## config.mk

```make
export PLATFORM = sky130hd
export DESIGN_NAME = uart_rx
export DESIGN_NICKNAME = d
export VERILOG_FILES = /design/src/rtl/uart_rx.sv
export SDC_FILE = /design/constraint.sdc
export NUM_CORES = 1
export LEC_CHECK = 0
export ABC_CLOCK_PERIOD_IN_PS = 1700
export CORE_UTILIZATION = 26
export DETAILED_ROUTE_END_ITERATION = 10
export SYNTH_ARGS = -nofsm -noshare
export SYNTH_HDL_FRONTEND = slang
export SYNTH_SLANG_ARGS = --single-unit
export TNS_END_PERCENT = 100
```

## constraint.sdc

```tcl
create_clock -name sys_clk -period 1.7 [get_ports sys_clk]
set_clock_uncertainty 0.05 [all_clocks]
set_input_delay 0.17 -clock sys_clk [delete_from_list [all_inputs] [get_ports sys_clk]]
set_output_delay 0.17 -clock sys_clk [all_outputs]
set_load 0.01 [all_outputs]
```

## src/rtl/uart_rx.sv

```systemverilog
// Serial byte receiver with 8N1 framing, or 8E1 when UART_RX_PARITY_EN is defined.
// Latency: 2-cycle RxD synchronizer; valid rises 1 clock after the stop-bit sample.
// Backpressure: none; an unread byte is overwritten and overrun pulses.
module uart_rx #(
  parameter int CLKS_PER_BIT = 435
) (
  input  logic       sys_clk,
  input  logic       uart_reset_n,
  input  logic       RxD,
  input  logic       rd,
  output logic [7:0] data,
  output logic       valid,
  output logic       busy,
  output logic       frame_err,
  output logic       overrun,
  output logic       parity_err
);

  localparam logic [2:0] ST_IDLE   = 3'd0;
  localparam logic [2:0] ST_START  = 3'd1;
  localparam logic [2:0] ST_DATA   = 3'd2;
`ifdef UART_RX_PARITY_EN
  localparam logic [2:0] ST_PARITY = 3'd3;
`endif
  localparam logic [2:0] ST_STOP   = 3'd4;
  localparam logic [2:0] ST_BREAK  = 3'd5;

  localparam logic [13:0] BIT_LAST  = 14'(CLKS_PER_BIT - 1);
  localparam logic [13:0] HALF_LAST = 14'(CLKS_PER_BIT / 2 - 1);

  logic        rx_meta;
  logic        rx_sync;
  logic [2:0]  state;
  logic [13:0] timer;
  logic [2:0]  bit_idx;
  logic [7:0]  shreg;
  logic        bit_done;
  logic        half_done;
  logic        par_bad;
  logic        stop_sample;
  logic        byte_ok;

  always_ff @(posedge sys_clk or negedge uart_reset_n) begin
    if (!uart_reset_n) begin
      rx_meta <= 1'b1;
      rx_sync <= 1'b1;
    end else begin
      rx_meta <= RxD;
      rx_sync <= rx_meta;
    end
  end

  assign bit_done    = (timer == BIT_LAST);
  assign half_done   = (timer == HALF_LAST);
  assign stop_sample = (state == ST_STOP) && bit_done;
  assign busy        = (state != ST_IDLE);

`ifdef UART_RX_PARITY_EN
  logic par_flag;
  logic perr_q;

  // The parity verdict is held until the stop bit decides whether it matters.
  always_ff @(posedge sys_clk or negedge uart_reset_n) begin
    if (!uart_reset_n) begin
      par_flag <= 1'b0;
      perr_q   <= 1'b0;
    end else begin
      perr_q <= stop_sample && rx_sync && par_flag;
      if ((state == ST_PARITY) && bit_done) begin
        par_flag <= (rx_sync != ^shreg);
      end
    end
  end

  assign par_bad    = par_flag;
  assign parity_err = perr_q;
`else
  assign par_bad    = 1'b0;
  assign parity_err = 1'b0;
`endif

  assign byte_ok = stop_sample && rx_sync && !par_bad;

  always_ff @(posedge sys_clk or negedge uart_reset_n) begin
    if (!uart_reset_n) begin
      state   <= ST_IDLE;
      timer   <= 14'd0;
      bit_idx <= 3'd0;
      shreg   <= 8'h00;
    end else begin
      case (state)
        ST_IDLE: begin
          timer <= 14'd0;
          if (!rx_sync) begin
            state <= ST_START;
          end
        end
        ST_START: begin
          if (half_done) begin
            timer   <= 14'd0;
            bit_idx <= 3'd0;
            state   <= rx_sync ? ST_IDLE : ST_DATA;
          end else begin
            timer <= timer + 14'd1;
          end
        end
        ST_DATA: begin
          if (bit_done) begin
            timer   <= 14'd0;
            shreg   <= {rx_sync, shreg[7:1]};
            bit_idx <= bit_idx + 3'd1;
            if (bit_idx == 3'd7) begin
`ifdef UART_RX_PARITY_EN
              state <= ST_PARITY;
`else
              state <= ST_STOP;
`endif
            end
          end else begin
            timer <= timer + 14'd1;
          end
        end
`ifdef UART_RX_PARITY_EN
        ST_PARITY: begin
          if (bit_done) begin
            timer <= 14'd0;
            state <= ST_STOP;
          end else begin
            timer <= timer + 14'd1;
          end
        end
`endif
        ST_STOP: begin
          if (bit_done) begin
            timer <= 14'd0;
            state <= rx_sync ? ST_IDLE : ST_BREAK;
          end else begin
            timer <= timer + 14'd1;
          end
        end
        ST_BREAK: begin
          // A held-low line must go idle before a new start bit can count.
          timer <= 14'd0;
          if (rx_sync) begin
            state <= ST_IDLE;
          end
        end
        default: begin
          state <= ST_IDLE;
          timer <= 14'd0;
        end
      endcase
    end
  end

  always_ff @(posedge sys_clk or negedge uart_reset_n) begin
    if (!uart_reset_n) begin
      data      <= 8'h00;
      valid     <= 1'b0;
      frame_err <= 1'b0;
      overrun   <= 1'b0;
    end else begin
      frame_err <= stop_sample && !rx_sync;
      overrun   <= 1'b0;
      if (byte_ok) begin
        // A same-cycle rd consumes the old byte, so nothing is lost.
        data    <= shreg;
        valid   <= 1'b1;
        overrun <= valid && !rd;
      end else if (rd && valid) begin
        valid <= 1'b0;
      end
    end
  end

endmodule
```

==> run metrics <==
status complete, but fails checks; failing checks setup timing; drt pass-1 iters 4; die span in y 87.5 um; synthesized area 0.00190 sq mm; clk root buf clkbuf_8; DRC Markers 0; Max transition margin 66.5%; final worst slack -0.0478 ns; period utilization 103%; CTS buffer count 5; Main synth FF type dfrtp_1; post-route ant nets 0; crit path DAT 1.89 ns; Logic pwr share 1.9%; total gr overflow 0; initial antenna violation count 0; routability congestion estimate slightly above 0.8; Internal about 0.0014 W; max cap viols 0; number of global-route vias before repair 1243; Setup-failing EPs final 17; core area 0.00694 sq mm; Die Wd 87.5 um; Routed WL per cell ~12 um; Syn Area/Cell 11.7 sq um; count of input and output buffers 15; io pins 17; Slew Limit Fails 0; Worst VDD drop 0.000375 V; vias per cell between 4 and 5; Synth cell types 40; total clock sinks 41; crit path kind reg -> reg; Net Sw Power 0.000388 W; Total Nets Final 216; part of the power in the clock network 44.1%; Leak 1.16 nW; Yosys top cell area share 51.3%; CTS HTree Levels 2; worst-margin pin slew 0.500 ns; most frequent cells in the layout 37 x dfrtp_1, 21 x buf_4, 20 x nor2_1; hold crit path type in -> reg; Post-synth ARST share between 90% and 100%; synth top area cells dfrtp_1 51%, mux2_2 8.9%, nor2_1 3.9%, xnor2_1 3.7%, ha_1 3.3%; via count 1312; CP required 1.84 ns; area grow syn2layout 35.4%; Switching Fraction 21.3%; unrepaired setup endpoints after global routing true; CP Launch Type register; syn_nets 171; Synthesis Warnings 0; crit path capture type register; Final Hold Viols 0; largest net degree at the start of global routing 23; TritonCTS clock tree done; drt total wl 3580 um; dpl hpwl 2480 um; first-pass GRT wire length 5960 um; Initial Utilization between 20 and 30%; Mapped Cells 162; Die ar. 0.00766 sq mm; number of synthesized flops with an enable pin 0; commonest non-fill, non-tap cell in the layout dfrtp_1; GRT Overall Usage 10.4%; Period minus WS final 1.75 ns; sequential power share 54.1%; share of cells above drive strength 1 a little under a third; Max Freq ~570 MHz; Seq/Total Area, Yosys 54.1%; CTS max path bufs 2; Hold Slack 0.228 ns; diode count 0; FF+latch count, synth 41; Row Count 30; Synth area leader dfrtp_1; power per cell area around 710 mW/mm^2; Reg clk slew, reported paths around 0.090 ns; largest fanout on the critical path 5; 1st-iter DRT viols 48; Power Total 0.00182 W; Worst-Skew Late Latency 0.30 ns
metrics by stage:
stage                     cell area [sq um]  setup TNS (ns)  setup slack (ns)  utilization (%)  cells
final                                  2570          -0.227           -0.0478             37.0    304
after global routing                   2570           -2.64            -0.115             37.0    304
after CTS                              2560           -1.77           -0.0806             36.9    304
after detailed placement               2360           -1.16           -0.0995             34.1    292
after global placement                 2360          -0.371           -0.0606             34.1    292
after floorplan                        1920          -0.264           -0.0343                -    162
what timing repair did:
action	4_1_cts	5_1_grt
gates cloned	1	0
resized for setup	11	3
pin swaps	5	4
endpoints found under the setup margin	32	38
buffers inserted	2	0
hold buffers	1	0
endpoints found under the hold margin	18	0
cells in the mapped netlist, types with 2 or more instances:
master	n
dfrtp_1	39
nor2_1	20
mux2_2	15
nand2_1	10
xnor2_1	8
inv_1	6
nand3_1	6
ha_1	5
nor3_1	5
nand4_1	4
xor2_1	4
and4_1	3
a21o_1	2
a32o_1	2
buf_4	2
clkbuf_1	2
dfstp_2	2
mux2i_1	2
nand2b_1	2
nor4_1	2
or2_2	2
worst paths after layout:
check                             startpoint   endpoint  slack (ns)  cells past startpoint
max in group asynchronous       uart_reset_n    rx_sync        0.72                      3
worst min register to register       rx_meta    rx_sync        0.33                      0
min in group asynchronous       uart_reset_n  frame_err        0.31                      2
worst min-delay path                     RxD    rx_meta        0.23                      1
worst max register to register     timer[11]    data[6]       -0.05                      4
worst max-delay path               timer[11]    data[6]       -0.05                      4
worst max-delay path, cell delays in order, from the launching register on:
cell and delay, ns:
dfrtp_1 0.41, nor4_4 0.38, and4_4 0.34, nand4_4 0.14, mux2_4 0.33
registers in the layout, summed over array words and instances, names as in the netlist:
register	flops
bit_idx	3
data	8
frame_err	1
overrun	1
rx_meta	1
rx_sync	1
shreg	8
state	3
timer	14
valid	1
layer usage:
layer	track usage [%]	vias to the layer above	part of all wire, %
met3	3.70	5	4.0
met2	15.6	23	44
met5	0	-	0
met4	2.24	0	0.81
li1	-	654	-
met1	14.3	630	51
cell families (layout without fill, tap and decap cells):
family,after synthesis,after routing,synth area share (%)
AND/OR/NAND/NOR,65,66,19.8
flip-flops,41,41,54.1
multiplexers,18,18,10.5
XOR/XNOR,12,12,5.53
AO/OA/AOI/OAI,10,10,4.21
buffers and inverters,10,55,2.37
adder cells (fa/ha/maj),5,5,3.29
other,1,1,0.197
final cells by class:
type                            instances  area, sq um
Clock buffer                            5         68.8
Clock inverter                          3         46.3
Fill cell                             684         4370
Inverter                                6         22.5
Multi-Input combinational cell        112          901
Sequential cell                        41         1030
Tap cell                               96          120
Timing Repair Buffer                   41          383
power by group through the flow:
stage	logic [W]	registers (W)	clock network [W]
after floorplan	0.00000467	0.00100	0
after global placement	0.0000338	0.00100	0
after global routing	0.0000399	0.000983	0.000861
final	0.0000339	0.000983	0.000801
after detailed placement	0.0000344	0.00100	0
after CTS	0.0000363	0.000982	0.000826
(Power assumes the default switching activity.)
